### config.mk
export PLATFORM = sky130hd
export DESIGN_NAME = yutorina_cpu_ctrl
export DESIGN_NICKNAME = d
export VERILOG_FILES = /design/src/rtl/yutorina_cpu_pkg.sv /design/src/rtl/yutorina_spr.sv /design/src/rtl/yutorina_cpu_ctrl.sv
export SDC_FILE = /design/constraint.sdc
export NUM_CORES = 1
export LEC_CHECK = 0
export CAP_MARGIN = 30
export CORE_UTILIZATION = 49
export DETAILED_ROUTE_END_ITERATION = 12
export GPL_TIMING_DRIVEN = 0
export PLACE_DENSITY_LB_ADDON = 0.05
export SLEW_MARGIN = 0
export SYNTH_ARGS = -nofsm -noshare
export SYNTH_HDL_FRONTEND = slang
export SYNTH_HIERARCHICAL = 1
export SYNTH_SLANG_ARGS = --single-unit
### constraint.sdc
create_clock -name clk -period 4 [get_ports clk]
set_clock_uncertainty 0.05 [all_clocks]
set_input_delay 0.4 -clock clk [delete_from_list [all_inputs] [get_ports clk]]
set_output_delay 0.4 -clock clk [all_outputs]
set_load 0.005 [all_outputs]
### src/rtl/yutorina_cpu_pkg.sv
// Shared CPU definitions: pipeline bus encodings, controller states,
// SPR addresses and STATUS bit positions.
package yutorina_cpu_pkg;

  // Memory operation carried by the EX stage.
  typedef logic [1:0] mem_op_bus_t;
  localparam mem_op_bus_t MEM_OP_NOP = 2'd0;
  localparam mem_op_bus_t MEM_OP_LDW = 2'd1;
  localparam mem_op_bus_t MEM_OP_STW = 2'd2;

  // Exception codes carried by the MEM stage.
  typedef logic [2:0] exp_bus_t;
  localparam exp_bus_t EXP_NONE       = 3'd0;
  localparam exp_bus_t EXP_IRQ        = 3'd1;
  localparam exp_bus_t EXP_UNDEF_INSN = 3'd2;
  localparam exp_bus_t EXP_OVERFLOW   = 3'd3;
  localparam exp_bus_t EXP_MISS_ALIGN = 3'd4;
  localparam exp_bus_t EXP_TRAP       = 3'd5;
  localparam exp_bus_t EXP_PRV_INSN   = 3'd6;

  // Control operations carried by the MEM stage.
  typedef logic [1:0] ctrl_op_bus_t;
  localparam ctrl_op_bus_t CTRL_NOP  = 2'd0;
  localparam ctrl_op_bus_t CTRL_LSR  = 2'd1;
  localparam ctrl_op_bus_t CTRL_SSR  = 2'd2;
  localparam ctrl_op_bus_t CTRL_ERET = 2'd3;

  // Controller states.
  typedef enum logic [1:0] {
    ST_RESET = 2'd0,
    ST_RUN   = 2'd1,
    ST_EXC   = 2'd2,
    ST_ERET  = 2'd3
  } cpu_state_t;

  // SPR addresses.
  localparam logic [4:0] SPR_STATUS     = 5'd0;
  localparam logic [4:0] SPR_EPC        = 5'd1;
  localparam logic [4:0] SPR_CAUSE      = 5'd2;
  localparam logic [4:0] SPR_EXP_VECTOR = 5'd3;

  // STATUS bit positions.
  localparam int STATUS_M   = 0;
  localparam int STATUS_PM  = 1;
  localparam int STATUS_IE  = 2;
  localparam int STATUS_PIE = 3;

  localparam logic MODE_KERNEL = 1'b1;
  localparam logic MODE_USER   = 1'b0;

  function automatic logic is_mem_read(input mem_op_bus_t op);
    return op == MEM_OP_LDW;
  endfunction

endpackage

### src/rtl/yutorina_spr.sv
// Special-purpose register file: STATUS, EPC, CAUSE, EXP_VECTOR storage,
// exception/ERET side effects and the combinational read mux.
// With YUTORINA_IRQ_EN defined, STATUS.IE is exported for interrupt gating.
module yutorina_spr
  import yutorina_cpu_pkg::*;
#(
  parameter logic [29:0] EXP_VECTOR_INIT = 30'h4
) (
  input  logic        clk,
  input  logic        reset_,
  input  logic        exp_we,
  input  exp_bus_t    exp_code,
  input  logic [29:0] exp_epc,
  input  logic        eret_we,
  input  logic        ssr_we,
  input  logic [4:0]  ssr_addr,
  input  logic [31:0] ssr_data,
  input  logic [4:0]  r_addr,
  output logic [31:0] r_data,
  output logic        mode,
`ifdef YUTORINA_IRQ_EN
  output logic        ie,
`endif
  output logic [29:0] epc,
  output logic [29:0] exp_vector
);

  logic [3:0] status;
  exp_bus_t   cause;

  // SPR storage; exception entry and ERET take precedence over a software write.
  always_ff @(posedge clk or negedge reset_) begin
    if (!reset_) begin
      status     <= 4'b0001;
      epc        <= '0;
      cause      <= EXP_NONE;
      exp_vector <= EXP_VECTOR_INIT;
    end else if (exp_we) begin
      cause              <= exp_code;
      epc                <= exp_epc;
      status[STATUS_PM]  <= status[STATUS_M];
      status[STATUS_M]   <= MODE_KERNEL;
      status[STATUS_PIE] <= status[STATUS_IE];
      status[STATUS_IE]  <= 1'b0;
    end else if (eret_we) begin
      status[STATUS_M]  <= status[STATUS_PM];
      status[STATUS_IE] <= status[STATUS_PIE];
    end else if (ssr_we) begin
      case (ssr_addr)
        SPR_STATUS:     status     <= ssr_data[3:0];
        SPR_EPC:        epc        <= ssr_data[31:2];
        SPR_CAUSE:      cause      <= ssr_data[2:0];
        SPR_EXP_VECTOR: exp_vector <= ssr_data[31:2];
        default: ;
      endcase
    end
  end

  // Read mux; a same-cycle SSR is deliberately not bypassed.
  always_comb begin
    r_data = '0;
    case (r_addr)
      SPR_STATUS:     r_data = {28'b0, status};
      SPR_EPC:        r_data = {epc, 2'b00};
      SPR_CAUSE:      r_data = {29'b0, cause};
      SPR_EXP_VECTOR: r_data = {exp_vector, 2'b00};
      default:        r_data = '0;
    endcase
  end

  assign mode = status[STATUS_M];
`ifdef YUTORINA_IRQ_EN
  assign ie = status[STATUS_IE];
`endif

endmodule

### src/rtl/yutorina_cpu_ctrl.sv
// Pipeline controller: exception/ERET sequencing, load-use hazard and
// bus-wait stalls. Optional level interrupt input enabled by YUTORINA_IRQ_EN.
//
// state    | meaning
// ST_RESET | first cycle after reset: flush everything, fetch RESET_VECTOR
// ST_RUN   | normal operation, exceptions/ERET/SSR accepted from MEM
// ST_EXC   | one cycle after exception entry, pipeline refilling
// ST_ERET  | one cycle after ERET, pipeline refilling
module yutorina_cpu_ctrl
  import yutorina_cpu_pkg::*;
#(
  parameter logic [29:0] RESET_VECTOR    = 30'h0,
  parameter logic [29:0] EXP_VECTOR_INIT = 30'h4
) (
  input  logic         clk,
  input  logic         reset_,
  input  logic [4:0]   id_gpr_r_addr1,
  input  logic [4:0]   id_gpr_r_addr2,
  input  logic [4:0]   ex_w_addr,
  input  mem_op_bus_t  ex_mem_op,
  input  logic         ex_gpr_we_,
  input  logic         mem_en,
  input  logic [29:0]  mem_pc,
  input  exp_bus_t     mem_exp_code,
  input  ctrl_op_bus_t mem_ctrl_op,
  input  logic [4:0]   mem_spr_addr,
  input  logic [31:0]  mem_spr_data,
  input  logic [4:0]   spr_r_addr,
  input  logic         if_busy,
  input  logic         mem_busy,
`ifdef YUTORINA_IRQ_EN
  input  logic         irq,
`endif
  output logic [31:0]  spr_r_data,
  output logic         mode,
  output logic         if_stall,
  output logic         id_stall,
  output logic         ex_stall,
  output logic         mem_stall,
  output logic         if_flush,
  output logic         id_flush,
  output logic         ex_flush,
  output logic         mem_flush,
  output logic [29:0]  flush_pc
);

  cpu_state_t  state, next_state;
  logic [3:0]  stall_v, flush_v;
  logic        exp_we, eret_we, ssr_we;
  logic        sync_exc, exp_take, eret_req, ssr_req, load_use;
  exp_bus_t    exp_code;
  logic [29:0] exp_epc;
  logic [29:0] epc, exp_vector;

  assign sync_exc = mem_en && (mem_exp_code != EXP_NONE);
  assign eret_req = mem_en && (mem_ctrl_op == CTRL_ERET);
  assign ssr_req  = mem_en && (mem_ctrl_op == CTRL_SSR);
  assign load_use = is_mem_read(ex_mem_op) && !ex_gpr_we_ && (ex_w_addr != 5'd0) &&
                    ((ex_w_addr == id_gpr_r_addr1) || (ex_w_addr == id_gpr_r_addr2));
  // A trap returns past itself; every other fault re-executes the faulting word.
  assign exp_epc  = (sync_exc && mem_exp_code == EXP_TRAP) ? mem_pc + 30'd1 : mem_pc;

`ifdef YUTORINA_IRQ_EN
  logic status_ie;
  logic irq_req;
  assign irq_req  = irq && status_ie && mem_en && !sync_exc;
  assign exp_take = sync_exc || irq_req;
  assign exp_code = sync_exc ? mem_exp_code : EXP_IRQ;
`else
  assign exp_take = sync_exc;
  assign exp_code = mem_exp_code;
`endif

  // State register.
  always_ff @(posedge clk or negedge reset_) begin
    if (!reset_) state <= ST_RESET;
    else         state <= next_state;
  end

  // Next state, stall/flush generation and SPR write strobes.
  always_comb begin
    next_state = state;
    stall_v    = 4'b0000;
    flush_v    = 4'b0000;
    flush_pc   = '0;
    exp_we     = 1'b0;
    eret_we    = 1'b0;
    ssr_we     = 1'b0;
    case (state)
      ST_RESET: begin
        flush_v    = 4'b1111;
        flush_pc   = RESET_VECTOR;
        next_state = ST_RUN;
      end
      default: begin
        if (state != ST_RUN) next_state = ST_RUN;
        if (mem_busy) begin
          stall_v = 4'b1111;
        end else if (state == ST_RUN && exp_take) begin
          flush_v    = 4'b1111;
          flush_pc   = exp_vector;
          exp_we     = 1'b1;
          next_state = ST_EXC;
        end else if (state == ST_RUN && eret_req) begin
          flush_v    = 4'b1111;
          flush_pc   = epc;
          eret_we    = 1'b1;
          next_state = ST_ERET;
        end else begin
          ssr_we = (state == ST_RUN) && ssr_req;
          if (load_use) begin
            stall_v = 4'b1100;
            flush_v = 4'b0010;
          end else if (if_busy) begin
            stall_v = 4'b1000;
            flush_v = 4'b0100;
          end
        end
      end
    endcase
  end

  assign {if_stall, id_stall, ex_stall, mem_stall} = stall_v;
  assign {if_flush, id_flush, ex_flush, mem_flush} = flush_v;

  yutorina_spr #(
    .EXP_VECTOR_INIT(EXP_VECTOR_INIT)
  ) u_spr (
    .clk        (clk),
    .reset_     (reset_),
    .exp_we     (exp_we),
    .exp_code   (exp_code),
    .exp_epc    (exp_epc),
    .eret_we    (eret_we),
    .ssr_we     (ssr_we),
    .ssr_addr   (mem_spr_addr),
    .ssr_data   (mem_spr_data),
    .r_addr     (spr_r_addr),
    .r_data     (spr_r_data),
    .mode       (mode),
`ifdef YUTORINA_IRQ_EN
    .ie         (status_ie),
`endif
    .epc        (epc),
    .exp_vector (exp_vector)
  );

endmodule
==> flow_metrics.tcl <==
set metrics [dict create \
    cts_max_path_buffers 2 \
    slew_violations 0 \
    port_buffers 169 \
    ys_seq_area_frac 0.362 \
    finalWorstSetupSlack_ps 624 \
    endpoint_kind "primary output" \
    drtAntennaViolNets 0 \
    period_needed_ps 3380 \
    setup-tns-final_ps 0 \
    clk_pin_slew_ps 70 \
    avgSynthCellArea_um2 9.72 \
    fill_cells 744 \
    grt_usage 0.321 \
    cp.arrival_ps 2930 \
    syn_area_um2 4770 \
    dp_hpwl_mm 11.4 \
    syn_to_final_growth_pct 42.8 \
    nets 772 \
    overflow 0 \
    synth_cells 491 \
    syn_nets 592 \
    p_per_area_nw_per_um2 264 \
    fmax_ghz 0.296 \
    reg2reg_depth 8 \
    coreArea_um2 9330 \
    num_vias 4861 \
    wl_mm 15.9 \
    grt_max_degree 70 \
    cts_root_buf "clkbuf_8" \
    timing.rr.end "u_spr/exp_vector[23]" \
    worst-path-max-fanout 14 \
    ys_ff_latch 69 \
    rrSetupSlack_ps 1330 \
    cts_setup_buffers 0 \
    setup_viol 0 \
    synth_ff_type "dfrtp_1" \
    initial_core_util 0.511 \
    drive_gt1_frac 0.166 \
    maxCapViolCount 0 \
    drt_first_pass_iters 5 \
    wl_per_cell_um 19.8 \
    cts_tree "yes" \
    yosysWarnings 6 \
    diodes 0 \
    critPathKind "in -> out" \
    cts_resized 0 \
    die_w_um 101 \
    grt_antenna_before_repair 0 \
    drt-initial-drc-count 453 \
    worstReg2RegStart "state[1]" \
    grt_first_pass_wirelength_mm 24.6 \
    synth-async-reset-ratio 1.00 \
    outcome "complete, no violations" \
    fp.dieH_um 101 \
    placementRows 35 \
    fin_crit_sh 0.844 \
    place.gp.congestion 0.860 \
    total_leakage_power_nw 2.77 \
    synth.distinct_cells 59 \
    synth-edff-count 0 \
    hold_viol 0 \
    cts_num_sinks 69 \
    ir_drop_mv 0.190 \
    tightestPinTransition_ps 901 \
    clk_latency_ps 350 \
    io_pins 171 \
    cp.required_ps 3550 \
    relSlewSlack 0.399 \
    hp-class "in -> async" \
    start_kind "primary input" \
    drc 0 \
    place_ws_ps 643 \
    hold_buffers 0 \
    die_area_um2 10100 \
    vias_per_cell 6.04 \
    grt_pass1_vias 4713 \
    rsz0062_at_grt "no" \
    cts_buffers 9 \
    htreeDepth 3 \
]
cells in the mapped netlist (4+ instances only):
| library cell | n | area [um^2] |
|---|---|---|
| clkbuf_1 | 17 | 63.8 |
| nand3_1 | 46 | 230 |
| buf_2 | 13 | 65.1 |
| and3_1 | 5 | 31.3 |
| o21ai_0 | 31 | 155 |
| o21ai_1 | 5 | 25.0 |
| mux2_4 | 30 | 450 |
| nor2_1 | 48 | 180 |
| a31oi_1 | 35 | 219 |
| a22o_2 | 20 | 200 |
| nor3_1 | 7 | 35.0 |
| xor2_1 | 11 | 96.3 |
| nand4_1 | 5 | 31.3 |
| a22o_1 | 38 | 333 |
| and2_1 | 5 | 31.3 |
| dfrtp_1 | 67 | 1680 |
| buf_6 | 7 | 78.8 |
| nand2_1 | 17 | 63.8 |
| xnor2_1 | 28 | 245 |
| inv_1 | 4 | 15.0 |
state kept, by name, indices dropped and copies added, names as in the netlist:
register          count
u_spr/exp_vector     30
u_spr/cause           3
u_spr/epc            30
state                 2
u_spr/status          4
cells in the final DEF (no fill, tap or decap), drive strengths merged, types with 2 or more instances in the layout:
master / Yosys / final
o21ai: 36 / 36
nor4b: 2 / 2
and3: 7 / 7
and2: 6 / 6
a22o: 58 / 58
nor2: 48 / 48
xnor2: 28 / 28
or4: 2 / 2
mux2i: 2 / 2
nand3: 47 / 47
dfstp: 2 / 2
mux2: 32 / 32
clkbuf: 19 / 31
a31oi: 35 / 35
clkdlybuf4s50: 0 / 168
nor3: 8 / 8
a21oi: 2 / 2
inv: 5 / 5
buf: 22 / 23
a2111oi: 2 / 2
nand4: 8 / 8
clkinv: 0 / 2
dfrtp: 67 / 67
and4: 4 / 4
nand2: 17 / 17
xor2: 11 / 11
nor3b: 4 / 4
final cells by class:
| class | count | area (um^2) | area share |
|---|---|---|---|
| Buffer | 41 | 233 | 0.0342 |
| Clock inverter | 4 | 47.5 | 0.00698 |
| Sequential cell | 69 | 1730 | 0.254 |
| Multi-Input combinational cell | 376 | 2790 | 0.409 |
| Inverter | 5 | 18.8 | 0.00275 |
| Tap cell | 129 | 161 | 0.0237 |
| Timing Repair Buffer | 169 | 1690 | 0.248 |
| Clock buffer | 12 | 145 | 0.0213 |
per-stage QoR:
stage / std cells / instance area (um^2) / hold slack (ps) / utilization / total power [mW]
floorplan: 491 / 4770 / 54.4 / - / 1.00
global placement: 789 / 6620 / 467 / 0.710 / 1.21
detailed placement: 789 / 6620 / 473 / 0.710 / 1.23
CTS: 805 / 6810 / 149 / 0.731 / 1.81
global route: 805 / 6810 / 188 / 0.731 / 1.88
finish: 805 / 6810 / 112 / 0.731 / 1.80
worst max-delay path: stages:
cell	delay (ps)
clkdlybuf4s50_1	480
nor2_1	180
nand3_1	120
nor2_1	360
clkbuf_1	620
a22o_1	230
clkdlybuf4s50_1	540
per-layer routing:
layer  routed length (um)  global-route usage  vias up
met2                 7580               0.517      278
met1                 6470               0.424     2332
met3                 1370              0.0555       49
met4                  528               0.147        0
li1                     -                   -     2202
met5                    0                   0        -
power by group:
| part | internal, mW | leakage (nW) | switching (mW) | total [mW] |
|---|---|---|---|---|
| clock | 0.303 | 0.0964 | 0.275 | 0.578 |
| combinational | 0.209 | 1.82 | 0.176 | 0.385 |
| sequential | 0.775 | 0.846 | 0.0637 | 0.838 |
| total | 1.29 | 2.77 | 0.514 | 1.80 |
kinds of logic after synthesis:
| kind of cell | count (synthesis) | share of synthesized area |
|---|---|---|
| flops | 69 | 0.362 |
| compound gates | 140 | 0.213 |
| xor+xnor | 39 | 0.0716 |
| simple gates | 161 | 0.189 |
| mux | 35 | 0.108 |
| buf+inv | 46 | 0.0527 |
| fa+ha+maj | 1 | 0.00262 |
how the worst max path moves through the flow:
stage	startpoint	endpoint	slack [ps]	depth (start not counted)
after floorplan	mem_exp_code[2]	u_spr/exp_vector[0]	1600	10
after CTS	mem_busy	flush_pc[28]	630	7
after detailed placement	mem_busy	flush_pc[28]	640	7
final	mem_busy	flush_pc[28]	620	7
after global routing	mem_busy	flush_pc[28]	490	7
after global placement	reset_	u_spr/exp_vector[14]	60	1
(Power assumes the default switching activity.)
